--- src/rtl/vx_fpu_issue_arbiter_pkg.sv ---
// ============================================================================
// vx_fpu_issue_arbiter_pkg : shared FPU request payload type and tag sizing
// Revision: 1.0
// ============================================================================
`default_nettype none

package vx_fpu_issue_arbiter_pkg;

    localparam int FPU_PIPE_DEPTH = 6;
    localparam int FPU_TAG_MARGIN = 2;
    // Enough tags to cover a full pipeline plus slack, rounded to a power of 2.
    localparam int FPU_TAG_WIDTH  = $clog2(FPU_PIPE_DEPTH + FPU_TAG_MARGIN);
    localparam int FPU_NUM_TAGS   = 1 << FPU_TAG_WIDTH;

    typedef struct packed {
        logic [5:0]  uuid;
        logic [1:0]  wid;
        logic [3:0]  tmask;
        logic [15:0] pc;
        logic [3:0]  op_type;
        logic [2:0]  op_mod;
        logic [7:0]  rs1_data;
        logic [7:0]  rs2_data;
        logic [7:0]  rs3_data;
        logic [3:0]  rd;
        logic        wb;
    } fpu_req_t;

    localparam int FPU_REQ_DATAW = $bits(fpu_req_t);

    function automatic int wrap_inc(input int idx, input int n);
        return (idx + 1 >= n) ? 0 : idx + 1;
    endfunction

endpackage

`default_nettype wire

--- src/rtl/vx_fpu_issue_arbiter_rr_arbiter.sv ---
// ============================================================================
// vx_fpu_issue_arbiter_rr_arbiter : round-robin arbiter with grant lock
// Revision: 1.0
// ============================================================================
`default_nettype none

module vx_fpu_issue_arbiter_rr_arbiter
    import vx_fpu_issue_arbiter_pkg::*;
#(
    parameter int NUM_REQS     = 4,
    parameter int REQ_IDX_BITS = $clog2(NUM_REQS)
) (
    input  logic                    clk,
    input  logic                    reset,
    input  logic [NUM_REQS-1:0]     requests_i,
    input  logic                    lock_i,
    input  logic [REQ_IDX_BITS-1:0] lock_idx_i,
    input  logic                    advance_i,
    output logic [NUM_REQS-1:0]     grant_onehot_o,
    output logic [REQ_IDX_BITS-1:0] grant_idx_o,
    output logic                    grant_valid_o
);

    logic [REQ_IDX_BITS-1:0] ptr_q, ptr_d;
    logic [REQ_IDX_BITS-1:0] w_rr_idx;
    logic                    w_rr_found;

    always_comb begin
        int j;
        j          = 0;
        w_rr_idx   = '0;
        w_rr_found = 1'b0;
        for (int k = 0; k < NUM_REQS; k++) begin
            j = int'(ptr_q) + k;
            if (j >= NUM_REQS) j = j - NUM_REQS;
            if (!w_rr_found && requests_i[j]) begin
                w_rr_idx   = REQ_IDX_BITS'(j);
                w_rr_found = 1'b1;
            end
        end
    end

    assign grant_idx_o    = lock_i ? lock_idx_i : w_rr_idx;
    assign grant_valid_o  = lock_i ? requests_i[lock_idx_i] : w_rr_found;
    assign grant_onehot_o = grant_valid_o ? (NUM_REQS'(1) << grant_idx_o) : '0;

    always_comb begin
        ptr_d = ptr_q;
        if (advance_i) ptr_d = REQ_IDX_BITS'(wrap_inc(int'(grant_idx_o), NUM_REQS));
    end

    always_ff @(posedge clk) begin
        if (reset) ptr_q <= '0;
        else       ptr_q <= ptr_d;
    end

endmodule

`default_nettype wire

--- src/rtl/vx_fpu_issue_arbiter.sv ---
// ============================================================================
// vx_fpu_issue_arbiter : shares one FPU request port among issue requesters,
//                        tagging each request and routing responses back.
// Revision: 1.0
// ============================================================================
`default_nettype none

module vx_fpu_issue_arbiter
    import vx_fpu_issue_arbiter_pkg::*;
#(
    parameter int NUM_REQS     = 4,
    parameter int REQ_DATAW    = FPU_REQ_DATAW,
    parameter int NUM_TAGS     = FPU_NUM_TAGS,
    parameter int TAG_BITS     = $clog2(NUM_TAGS),
    parameter int REQ_IDX_BITS = $clog2(NUM_REQS)
) (
    input  logic                          clk,
    input  logic                          reset,
    input  logic [NUM_REQS-1:0]           req_valid_in,
    input  logic [NUM_REQS*REQ_DATAW-1:0] req_data_in,
    output logic [NUM_REQS-1:0]           req_ready_in,
    output logic                          fpu_req_valid,
    output logic [REQ_DATAW-1:0]          fpu_req_data,
    output logic [TAG_BITS-1:0]           fpu_req_tag,
    input  logic                          fpu_req_ready,
    input  logic                          fpu_rsp_valid,
    input  logic [TAG_BITS-1:0]           fpu_rsp_tag,
    output logic                          fpu_rsp_ready,
    output logic                          rsp_valid,
    output logic [REQ_IDX_BITS-1:0]       rsp_req_idx,
    input  logic                          rsp_ready_in,
    output logic [TAG_BITS:0]             pending_count,
    output logic                          busy
);

    logic [NUM_TAGS-1:0]     used_q, used_d;
    logic [REQ_IDX_BITS-1:0] table_q [NUM_TAGS];
    logic [TAG_BITS:0]       pending_q, pending_d;
    logic                    lock_q, lock_d;
    logic [REQ_IDX_BITS-1:0] lock_idx_q, lock_idx_d;
    logic [TAG_BITS-1:0]     lock_tag_q, lock_tag_d;

    logic                    w_free_exists;
    logic [TAG_BITS-1:0]     w_free_tag;
    logic [TAG_BITS-1:0]     w_tag;
    logic [NUM_REQS-1:0]     w_grant_onehot;
    logic [REQ_IDX_BITS-1:0] w_grant_idx;
    logic                    w_grant_valid;
    logic                    w_req_fire;
    logic                    w_rsp_fire;

    vx_fpu_issue_arbiter_rr_arbiter #(
        .NUM_REQS     (NUM_REQS),
        .REQ_IDX_BITS (REQ_IDX_BITS)
    ) u_rr_arbiter (
        .clk            (clk),
        .reset          (reset),
        .requests_i     (req_valid_in),
        .lock_i         (lock_q),
        .lock_idx_i     (lock_idx_q),
        .advance_i      (w_req_fire),
        .grant_onehot_o (w_grant_onehot),
        .grant_idx_o    (w_grant_idx),
        .grant_valid_o  (w_grant_valid)
    );

    always_comb begin
        w_free_tag = '0;
        for (int t = NUM_TAGS - 1; t >= 0; t--) begin
            if (!used_q[t]) w_free_tag = TAG_BITS'(t);
        end
    end

    // A tag released this cycle only clears used_q at the next edge, so a full
    // table blocks issue even while a response is retiring.
    assign w_free_exists = ~&used_q;
    assign w_tag         = lock_q ? lock_tag_q : w_free_tag;

    assign fpu_req_valid = (|req_valid_in) && w_free_exists && !reset;
    assign fpu_req_data  = req_data_in[w_grant_idx*REQ_DATAW +: REQ_DATAW];
    assign fpu_req_tag   = w_tag;
    assign req_ready_in  = w_grant_onehot & {NUM_REQS{fpu_req_ready && w_free_exists && !reset}};
    assign w_req_fire    = fpu_req_valid && fpu_req_ready;

    assign fpu_rsp_ready = rsp_ready_in;
    assign rsp_valid     = fpu_rsp_valid;
    assign rsp_req_idx   = table_q[fpu_rsp_tag];
    assign w_rsp_fire    = fpu_rsp_valid && rsp_ready_in && used_q[fpu_rsp_tag];

    assign pending_count = pending_q;
    assign busy          = (pending_q != '0) || fpu_req_valid;

    always_comb begin
        used_d     = used_q;
        pending_d  = pending_q;
        lock_d     = lock_q;
        lock_idx_d = lock_idx_q;
        lock_tag_d = lock_tag_q;
        if (w_rsp_fire) used_d[fpu_rsp_tag] = 1'b0;
        if (w_req_fire) used_d[w_tag] = 1'b1;
        case ({w_req_fire, w_rsp_fire})
            2'b10:   pending_d = pending_q + 1'b1;
            2'b01:   pending_d = pending_q - 1'b1;
            default: pending_d = pending_q;
        endcase
        if (w_req_fire) begin
            lock_d = 1'b0;
        end else if (fpu_req_valid && !lock_q) begin
            lock_d     = 1'b1;
            lock_idx_d = w_grant_idx;
            lock_tag_d = w_tag;
        end
    end

    always_ff @(posedge clk) begin
        if (reset) begin
            used_q     <= '0;
            pending_q  <= '0;
            lock_q     <= 1'b0;
            lock_idx_q <= '0;
            lock_tag_q <= '0;
        end else begin
            used_q     <= used_d;
            pending_q  <= pending_d;
            lock_q     <= lock_d;
            lock_idx_q <= lock_idx_d;
            lock_tag_q <= lock_tag_d;
        end
    end

    always_ff @(posedge clk) begin
        if (w_req_fire) table_q[w_tag] <= w_grant_idx;
    end

    a_lock_hold: assert property (@(posedge clk) disable iff (reset)
        lock_q |-> (req_valid_in[lock_idx_q] && $stable(fpu_req_data)));

    a_rsp_tag_in_use: assert property (@(posedge clk) disable iff (reset)
        (fpu_rsp_valid && rsp_ready_in) |-> used_q[fpu_rsp_tag]);

endmodule

`default_nettype wire

--- config.mk ---
export PLATFORM = sky130hd
export DESIGN_NAME = vx_fpu_issue_arbiter
export DESIGN_NICKNAME = d
export VERILOG_FILES = /design/src/rtl/vx_fpu_issue_arbiter_pkg.sv /design/src/rtl/vx_fpu_issue_arbiter_rr_arbiter.sv /design/src/rtl/vx_fpu_issue_arbiter.sv
export SDC_FILE = /design/constraint.sdc
export NUM_CORES = 1
export LEC_CHECK = 0
export BUFFER_PORTS_ARGS = -buffer_cell sky130_fd_sc_hd__buf_2
export CORE_AREA = 2 2 135 137
export DETAILED_ROUTE_END_ITERATION = 8
export DIE_AREA = 0 0 137 139
export GPL_TIMING_DRIVEN = 1
export PLACE_DENSITY = 0.63
export SLEW_MARGIN = 20
export SYNTH_ARGS = -nofsm -noshare
export SYNTH_HDL_FRONTEND = slang
export SYNTH_SLANG_ARGS = --single-unit
--- constraint.sdc ---
create_clock -name clk -period 2.3 [get_ports clk]
set_input_delay 0.345 -clock clk [delete_from_list [all_inputs] [get_ports clk]]
set_output_delay 0.345 -clock clk [all_outputs]
set_load 0.05 [all_outputs]
==> run summary <==
Period Utilization, post-route -> 124%
Initial core utilization -> 22.8%
Row count -> 49
Overflow after GRT -> 0
Setup TNS -> -32900 ps
Post-synthesis sequential area ratio -> 21.8%
Commonest cells after routing, fill and taps aside -> buf_2, nand2_1, buf_4, buf_6, a32oi_4
Hold WC Path Type -> primary input to flip-flop
Crit path launch type -> flip-flop
Cells after synthesis -> 602
Cell variety after synth -> 51
Core Util, Final -> 59.1%
Die area -> 19000 sq um
Core Footprint -> 17700 sq um
Finished Cell Area -> 10400 sq um
RSZ-0062 raised after global routing -> yes
Largest net degree at the start of global routing -> 45
Net Count, Synth -> 877
# DRC -> 0
H-tree depth -> 2
CP Cell Sequence -> and4bb_1 > a21oi_2 > or4_4 > nand3_4 > clkinv_8 > buf_12 > buf_16 > a21oi_1 > a32oi_4 > buf_4
Clock latency on the worst-skew pair -> 280 ps
Maximum clock path buffer count -> 2
Ports -> 349
Worst Tran Pin Value -> 427 ps
Failing checks -> negative setup slack
Worst Clk Skew -> 7.90 ps
Share of cells above drive strength 1 -> 71.4%
First-pass GRT wire length -> 35000 um
R2R cell count -> 10
Post-synth EDFFs -> 16
Rel. slew slack -> 71.3%
Routed WL per cell -> 19.5 um
Combinational fraction of design power -> 78.4%
Vias in the first global route -> 6383
Hold path depth -> 3
Peak VDD IR -> 501 uV
Max_cap viols -> 0
Mean area per synthesized cell -> 6.70 sq um
Cts bufs inserted -> 5
Die H -> 139 um
GPL Wtd Cong -> 0.883
Initial antenna violation count -> 9
Final hold violations -> 0
Placed Area -> 7760 sq um
Main synth FF type -> dfxtp_1
Endpoints failing setup -> 68
Post-route setup slack -> -545 ps
Internal power -> 3640 uW
Vias/cell -> 5.06
Die W -> 137 um
CP max stage delay -> 430 ps
Switching share of power -> 47.6%
Dpl hpwl -> 17400 um
Slew Viols, Final -> 0
Port bufs -> 348
Synthesized area -> 4030 sq um
Setup Crit Path Kind -> flip-flop to output pin
Total global-route track usage -> 23.4%
WP data required -> 1960 ps
Status -> finished, violations left
Most common cell after layout, fill and taps aside -> buf_2
Synth Warn # -> 0
Setup crit end kind -> output pin
Vias -> 6502
FMAX -> 352 MHz
Number of clock sinks -> 36
Iter 0 DRT Violations -> 262
Total power per unit cell area -> 667 nW/um^2
Yosys reg bits -> 36
DR pass1 iterations -> 6
Reg clk slew, reported paths -> 60 ps
Post-Route WL -> 25100 um
Post-CTS Hold Buffers -> 0
Power share of the clock group -> 11.2%
Post-route antenna net violation count -> 0
Largest fanout on the critical path -> 22
Switch Pwr -> 3320 uW
Slowest CP cell -> or4_4
CTS tree -> done
FFs w/ async S/R, synth -> 0%
Sequential Power Share -> 10.4%
Area growth from synthesis to layout -> 159%
Arrival @ worst endpoint -> 2500 ps
Clock period minus final worst setup slack -> 2840 ps
Root buf cell -> clkbuf_16
P_leak -> 0.00436 uW
Nets -> 1321
## cells in the mapped netlist (7+ instances only)
master | instances | area (sq um)
inv_1 | 10 | 37.5
nand2b_1 | 9 | 56.3
buf_6 | 12 | 135
mux2i_1 | 9 | 90.1
ha_1 | 7 | 87.6
nand2_1 | 213 | 800
nor3_1 | 7 | 35.0
dfxtp_1 | 20 | 400
buf_2 | 17 | 85.1
buf_4 | 12 | 90.1
nor2_1 | 27 | 101
o21ai_0 | 16 | 80.1
clkbuf_1 | 17 | 63.8
edfxtp_1 | 16 | 480
a32oi_1 | 64 | 561
a21oi_1 | 76 | 380
## cell families after synthesis
logic type	after synthesis	share of synthesized area (%)
XOR/XNOR	4	0.869
adder cells (fa/ha/maj)	7	2.17
AND/OR/NAND/NOR	283	29.6
flip-flops	36	21.8
multiplexers	12	3.35
buffers and inverters	71	10.5
AO/OA/AOI/OAI	189	31.7
## worst max-delay path, delay by kind of cell (launching register included)
kind / cells / cell delay (ps)
and+or+nand+nor: 3 / 880
buffers and inverters: 4 / 590
AOI/OAI and AO/OA: 3 / 370
DFF: 1 / 360
## path summary, 6_finish.rpt
kind | from | to | slack [ps]
max | u_rr_arbiter.ptr_q[1]$_SDFFE_PP0P_ | fpu_req_data[61] | -540
min | reset | pending_count[2]$_SDFFE_PP0P_ | 440
max reg2reg | u_rr_arbiter.ptr_q[1]$_SDFFE_PP0P_ | u_rr_arbiter.ptr_q[1]$_SDFFE_PP0P_ | 0
min reg2reg | lock_tag_q[1]$_SDFFE_PP0P_ | lock_tag_q[1]$_SDFFE_PP0P_ | 500
## layout make-up
cell class | instances | area (sq um)
fillers | 1510 | 7230
multi-input cells | 495 | 4870
repair buffers | 496 | 4130
flip-flops and latches | 36 | 895
well taps | 229 | 287
clock buffers | 5 | 125
inverters | 12 | 57.6
clock inverters | 3 | 41.3
diodes | 9 | 22.5
## stage by stage
step | worst slack (ps) | instances | power [uW] | hold WS, ps
finish | -545 | 1285 | 6960 | 440
floorplan | -94.1 | 602 | 3590 | 460
global placement | -439 | 1205 | 4540 | 473
CTS | -576 | 1245 | 6390 | 455
global route | -618 | 1284 | 7220 | 462
detailed placement | -450 | 1205 | 4580 | 486
## power by group through the flow
stage          logic (uW)  registers, uW  clock network (uW)
6_report             5460            721                 780
5_1_grt              5690            724                 808
4_1_cts              4880            720                 784
3_5_place_dp         3850            732                   0
3_3_place_gp         3810            732                   0
2_1_floorplan        2860            737                   0
## state kept, by name, summed over array words and instances, names as in the netlist
name and count:
lock_idx_q 2, lock_q 1, lock_tag_q 3, pending_count 4, table_q 16, u_rr_arbiter.ptr_q 2, used_q 8
## repair_timing
action / 4_1_cts / 5_1_grt
gates cloned: 11 / 10
gates resized for setup: 279 / 144
pin swaps: 31 / 32
setup buffers: 21 / 24
endpoints found under the setup margin: 69 / 72
## routing by layer
metal | track usage (%) | vias to the layer above | wire length (um) | part of all wire, %
met5 | 0 | - | 0 | 0
met3 | 3.36 | 40 | 1280 | 5.1
met1 | 28.3 | 3127 | 9990 | 40
met4 | 6.24 | 0 | 648 | 2.6
li1 | - | 3083 | - | -
met2 | 42.8 | 252 | 13200 | 52
(Power assumes the default switching activity.)
